[src/rtl/change_stamp_pkg.sv]
// Shared types and helpers for the change_stamp_monitor block.
package change_stamp_pkg;

  localparam int unsigned DEF_DATA_W = 32;
  localparam int unsigned DEF_TS_W   = 32;

  // Log entry as seen by consumers of a default-width monitor.
  typedef struct packed {
    logic [DEF_DATA_W-1:0] data;
    logic [DEF_TS_W-1:0]   ts;
    logic                  wrap;
  } change_stamp_entry_t;

  // Occupancy counter width: must represent 0..depth inclusive.
  function automatic int unsigned level_w(input int unsigned depth);
    return $clog2(depth) + 1;
  endfunction

endpackage

[src/rtl/change_stamp_fifo.sv]
// Synchronous DEPTH-entry FIFO; pointers carry an extra MSB to split full from empty.
module change_stamp_fifo
  import change_stamp_pkg::*;
#(
  parameter int unsigned W     = 65,
  parameter int unsigned DEPTH = 8
) (
  input  logic                      clk,
  input  logic                      rst,
  input  logic                      push_i,
  input  logic                      pop_i,
  input  logic [W-1:0]              din_i,
  output logic [W-1:0]              dout_o,
  output logic                      valid_o,
  output logic                      full_o,
  output logic [level_w(DEPTH)-1:0] level_o
);

  localparam int unsigned PW = $clog2(DEPTH);
  localparam int unsigned LW = level_w(DEPTH);

  logic [W-1:0]  mem_q [DEPTH];
  logic [PW:0]   wr_q, rd_q;
  logic [LW-1:0] cnt_q;

  assign valid_o = (wr_q != rd_q);
  assign full_o  = (wr_q[PW] != rd_q[PW]) && (wr_q[PW-1:0] == rd_q[PW-1:0]);
  assign level_o = cnt_q;
  // Head entry is a stored register; forced to zero while empty.
  assign dout_o  = valid_o ? mem_q[rd_q[PW-1:0]] : '0;

  // Entry storage; callers only push when there is room this cycle.
  always_ff @(posedge clk) begin
    if (push_i) mem_q[wr_q[PW-1:0]] <= din_i;
  end

  // Pointer and occupancy bookkeeping.
  always_ff @(posedge clk) begin
    if (rst) begin
      wr_q  <= '0;
      rd_q  <= '0;
      cnt_q <= '0;
    end else begin
      if (push_i) wr_q <= wr_q + (PW+1)'(1);
      if (pop_i)  rd_q <= rd_q + (PW+1)'(1);
      cnt_q <= cnt_q + LW'(push_i) - LW'(pop_i);
    end
  end

endmodule

[src/rtl/change_stamp_monitor.sv]
// Change logger: records each new sampled value with a fixed-point timestamp.
// Optional drop counter enabled by defining CHANGE_STAMP_DROP_CNT_EN.
module change_stamp_monitor
  import change_stamp_pkg::*;
#(
  parameter int unsigned DATA_W      = 32,
  parameter int unsigned TS_W        = 32,
  parameter int unsigned FRAC_DIGITS = 2,
  parameter int unsigned TICK_INC    = 552,
  parameter int unsigned DEPTH       = 8,
  parameter int unsigned DROP_W      = 16
) (
  input  logic                      clk,
  input  logic                      rst,
  input  logic                      ts_en,
  input  logic                      ts_clear,
  input  logic                      sample_valid,
  input  logic [DATA_W-1:0]         sample_in,
  output logic                      out_valid,
  input  logic                      out_ready,
  output logic [DATA_W-1:0]         out_data,
  output logic [TS_W-1:0]           out_ts,
  output logic                      out_wrap,
  output logic [TS_W-1:0]           ts_now,
  output logic [level_w(DEPTH)-1:0] fifo_level
`ifdef CHANGE_STAMP_DROP_CNT_EN
  ,
  output logic [DROP_W-1:0]         drop_count
`endif
);

  localparam int unsigned TSW1 = TS_W + 1;
  localparam int unsigned EW   = DATA_W + TS_W + 1;

  // Reject parameter sets the datapath cannot honour.
  if (TICK_INC == 0 || (TS_W < 32 && (TICK_INC >> TS_W) != 0) || DEPTH < 2 ||
      (DEPTH & (DEPTH - 1)) != 0 || DROP_W == 0 || FRAC_DIGITS > 18) begin : g_bad_cfg
    $error("change_stamp_monitor: unsupported parameter set");
  end

  typedef struct packed {
    logic [DATA_W-1:0] data;
    logic [TS_W-1:0]   ts;
    logic              wrap;
  } entry_t;

  logic [TS_W-1:0]   ts_q, ts_d;
  logic              wrap_q, wrap_d;
  logic              armed_q, armed_d;
  logic [DATA_W-1:0] last_q, last_d;
  logic [TS_W:0]     inc_sum;
  logic              wrap_set, change, pop, accept, fifo_full;
  entry_t            push_entry, head;

  assign pop = out_valid && out_ready;

  // Timestamp advance, change detection and wrap-flag capture.
  always_comb begin
    ts_d       = ts_q;
    wrap_set   = 1'b0;
    inc_sum    = {1'b0, ts_q} + TSW1'(TICK_INC);
    change     = sample_valid && (armed_q || (sample_in != last_q));
    accept     = change && (!fifo_full || pop);
    push_entry = '{data: sample_in, ts: ts_q, wrap: wrap_q};
    if (ts_clear) begin
      ts_d     = '0;
      wrap_set = 1'b1;
    end else if (ts_en) begin
      ts_d     = inc_sum[TS_W-1:0];
      wrap_set = inc_sum[TS_W];
    end
    // A logged entry consumes the flag; a wrap in the same cycle re-arms it.
    wrap_d  = (accept ? 1'b0 : wrap_q) | wrap_set;
    armed_d = armed_q && !change;
    last_d  = change ? sample_in : last_q;
  end

  // Monitor state registers.
  always_ff @(posedge clk) begin
    if (rst) begin
      ts_q    <= '0;
      wrap_q  <= 1'b0;
      armed_q <= 1'b1;
      last_q  <= '0;
    end else begin
      ts_q    <= ts_d;
      wrap_q  <= wrap_d;
      armed_q <= armed_d;
      last_q  <= last_d;
    end
  end

  change_stamp_fifo #(
    .W     (EW),
    .DEPTH (DEPTH)
  ) u_fifo (
    .clk     (clk),
    .rst     (rst),
    .push_i  (accept),
    .pop_i   (pop),
    .din_i   (push_entry),
    .dout_o  (head),
    .valid_o (out_valid),
    .full_o  (fifo_full),
    .level_o (fifo_level)
  );

  assign out_data = head.data;
  assign out_ts   = head.ts;
  assign out_wrap = head.wrap;
  assign ts_now   = ts_q;

`ifdef CHANGE_STAMP_DROP_CNT_EN
  logic [DROP_W-1:0] drop_q;

  // Saturating count of changes lost to a full FIFO.
  always_ff @(posedge clk) begin
    if (rst) begin
      drop_q <= '0;
    end else if (change && !accept && (drop_q != '1)) begin
      drop_q <= drop_q + DROP_W'(1);
    end
  end

  assign drop_count = drop_q;
`endif

endmodule

[config.mk]
export PLATFORM = sky130hd
export DESIGN_NAME = change_stamp_monitor
export DESIGN_NICKNAME = d
export VERILOG_FILES = /design/src/rtl/change_stamp_pkg.sv /design/src/rtl/change_stamp_fifo.sv /design/src/rtl/change_stamp_monitor.sv
export SDC_FILE = /design/constraint.sdc
export NUM_CORES = 1
export LEC_CHECK = 0
export CAP_MARGIN = 20
export CORE_ASPECT_RATIO = 1.25
export CORE_UTILIZATION = 50
export CTS_BUF_LIST = sky130_fd_sc_hd__clkbuf_4 sky130_fd_sc_hd__clkbuf_8
export CTS_CLUSTER_SIZE = 30
export DETAILED_ROUTE_END_ITERATION = 16
export PLACE_DENSITY = 0.72
export SYNTH_ARGS = -nofsm -noshare
export SYNTH_HDL_FRONTEND = slang
export SYNTH_SLANG_ARGS = --single-unit
[constraint.sdc]
create_clock -name clk -period 10.1 [get_ports clk]
set_input_delay 3.03 -clock clk [delete_from_list [all_inputs] [get_ports clk]]
set_output_delay 3.03 -clock clk [all_outputs]
set_load 0.05 [all_outputs]
==> results.cfg <==
[finish]
instances_no_fill = 2038
layout-drive-gt1-share = 0.214
layout_commonest_cell = edfxtp_1
final_util = 0.592
fin_area_sq_um = 26100
layout_common_cells = 496 x edfxtp_1, 132 x clkdlybuf4s50_1, 124 x mux4_2
area_growth_pct = 16.7
nets = 1443

[worst_setup_path]
cpMaxStageDelayCell = dfxtp_4
rr_worst_depth = 12
r2r_end = u_fifo.level_o[2]$_SDFF_PP0_
start_kind = flip-flop
reg2reg_slack_ns = 6.35
setup.worst_path.end = out_ts[21]
path_cells = buf_4 > mux4_2 > mux2i_1 > nor2_1 > clkdlybuf4s50_1
crit_fanout = 66
crit_required_ns = 7.07
worstSetupEndpointType = output pin
cp.arrival_ns = 4.10
worstReg2RegStart = u_fifo.wr_q[2]$_SDFFE_PP0P_
slowest_delay_ns = 0.95
worst-setup-path-type = flip-flop to output pin

[power_and_ir_drop]
p_comb_frac = 0.191
clock_power_share = 0.329
p_int_mw = 4.06
p_switching_mw = 1.57
irDropWorstVdd_v = 0.000143
switching_share = 0.280
p_per_area_nw_per_um2 = 216
seq_power_share = 0.479
finalPower_mw = 5.63
p_leak_nw = 8.45

[logic_synthesis]
synthFlopType = edfxtp_1
syn_inst = 1215
ys_types = 47
ys_ff_latch = 574
yosys_warnings = 0
synth_edf_count = 496
synthesis.area_sq_um = 22400
syn_avg_cell_area_sq_um = 18.4
ys_async_sr_fraction = 0
ys_seq_area_frac = 0.735

[floorplanning]
rows = 86
fp.dieW_microns = 191
io_pins = 140
dieArea_sq_um = 45600
start_util = 0.507
core-area_sq_um = 44100
die-height_microns = 239

[clocking]
cts.htree.levels = 3
post_cts_resized = 0
clk_pin_slew_ns = 0.06
clock-sinks = 574
clk_latency_ns = 0.66
postCtsSetupRepairBufs = 0
cts_tree = done
max-clock-path-buffers = 3
ctsHoldBuffers = 0
cts-root-buf = clkbuf_8
cts_buffers = 86

[place]
dp_slack_ns = 3.54
dp.cells = 1881
place_hpwl_microns = 26100
postPlaceCellArea_sq_um = 24400
portBuffers = 133
gp_congestion = 0.753

[timing]
fin_worst_skew_ns = 0.0498
worstMarginPinSlew_ns = 1.03
hold_violations = 0
whs_ns = 0.466
drv_slew = 0
fin_ws_ns = 2.97
setup_violations = 0
post-route-min-period_ns = 7.13
rsz0062_at_grt = no
post-route-period-util = 0.706
setup_tns_ns = 0
max_freq_mhz = 140
slew_headroom = 0.314

[grt]
grt_pass1_vias = 11989
grtUsageTotal = 0.212
grt_pass1_wl_microns = 70800
globalRouteOverflowTotal = 0
antenna_found_initial = 2
grt_max_degree = 80

[hold_path]
hold_class = flip-flop to flip-flop

[drt]
drt-initial-drc-count = 660
drc = 0
wl_per_cell_microns = 22.9
drt_pass1_iterations = 5
vias_per_cell = 5.59
antenna_left = 0
dr_total_vias = 11393
wirelength_microns = 46800

[outcome]
status = finished clean

[flow_run]
drv_cap = 0
cell families after synthesis:
family                   synth area share
buffers and inverters              0.0163
multiplexers                        0.156
AO/OA/AOI/OAI                      0.0138
flip-flops                          0.735
XOR/XNOR                           0.0258
adder cells (fa/ha/maj)           0.00481
other                            0.000168
AND/OR/NAND/NOR                    0.0481
power groups by stage:
stage	registers [mW]	logic [mW]	clock network, mW
4_1_cts	2.70	1.10	1.90
6_report	2.70	1.08	1.86
5_1_grt	2.71	1.14	2.00
3_3_place_gp	2.75	1.09	0
3_5_place_dp	2.75	1.09	0
2_1_floorplan	2.73	0.771	0
sequential cells by signal (all words and copies together), names as in the netlist, named ones only:
name,cells
wrap_q,1
u_fifo.level_o,4
armed_q,1
ts_now,29
u_fifo.mem_q,496
u_fifo.rd_q,4
last_q,32
u_fifo.wr_q,4
worst max-delay path, delay by kind of cell, from the launching register on:
family | cells | cell delay [ns]
AND/OR/NAND/NOR | 1 | 0.08
buffers and inverters | 2 | 1.64
multiplexers | 2 | 0.75
flip-flops | 1 | 0.95
layer usage:
metal | track usage | vias up | wire length (microns)
li1 | - | 5095 | -
met1 | 0.273 | 5922 | 19200
met2 | 0.361 | 315 | 24100
met3 | 0.0371 | 59 | 2490
met4 | 0.0762 | 2 | 893
met5 | 0 | - | 13
worst min-delay path by stage:
| stage | cells past startpoint | endpoint | start | slack (ns) |
|---|---|---|---|---|
| final | 2 | last_q[30]$_SDFFE_PP0P_ | last_q[30]$_SDFFE_PP0P_ | 0.47 |
| after global routing | 1 | armed_q$_SDFF_PP1_ | armed_q$_SDFF_PP1_ | 0.48 |
| after CTS | 1 | armed_q$_SDFF_PP1_ | armed_q$_SDFF_PP1_ | 0.46 |
| after detailed placement | 1 | armed_q$_SDFF_PP1_ | armed_q$_SDFF_PP1_ | 0.45 |
| after global placement | 1 | armed_q$_SDFF_PP1_ | armed_q$_SDFF_PP1_ | 0.43 |
| after floorplan | 1 | armed_q$_SDFF_PP1_ | armed_q$_SDFF_PP1_ | 0.42 |
final cells by class:
type | instances | area, sq um
clock buffer | 132 | 1590
timing repair buffer | 157 | 1520
fill | 3320 | 18000
antenna | 1 | 2.50
clock inverter | 24 | 136
multi-input combinational | 565 | 5640
inverter | 13 | 48.8
tap | 572 | 716
sequential | 574 | 16500
cell usage after synthesis (all sizes together), types with 2 or more instances:
library cell / instances / share of area
mux4: 124 / 0.12
or3: 5 / 0.0014
o21ai: 6 / 0.0013
o31ai: 2 / 0.0013
nand3b: 2 / 0.00067
nand2: 74 / 0.012
a21oi: 37 / 0.0083
mux2i: 66 / 0.030
clkbuf: 37 / 0.0062
nor4: 7 / 0.0020
inv: 13 / 0.0022
and2: 2 / 0.00056
buf: 31 / 0.0079
mux2: 2 / 0.0013
nor3: 7 / 0.0018
ha: 7 / 0.0039
nor4b: 4 / 0.0018
a21o: 3 / 0.0010
and4: 2 / 0.00078
dfxtp: 78 / 0.070
xnor2: 23 / 0.0090
nor2b: 7 / 0.0020
xor2: 43 / 0.017
nor2: 105 / 0.018
edfxtp: 496 / 0.67
nand3: 9 / 0.0020
nand4: 10 / 0.0028
Power figures use the tool's default switching activity.
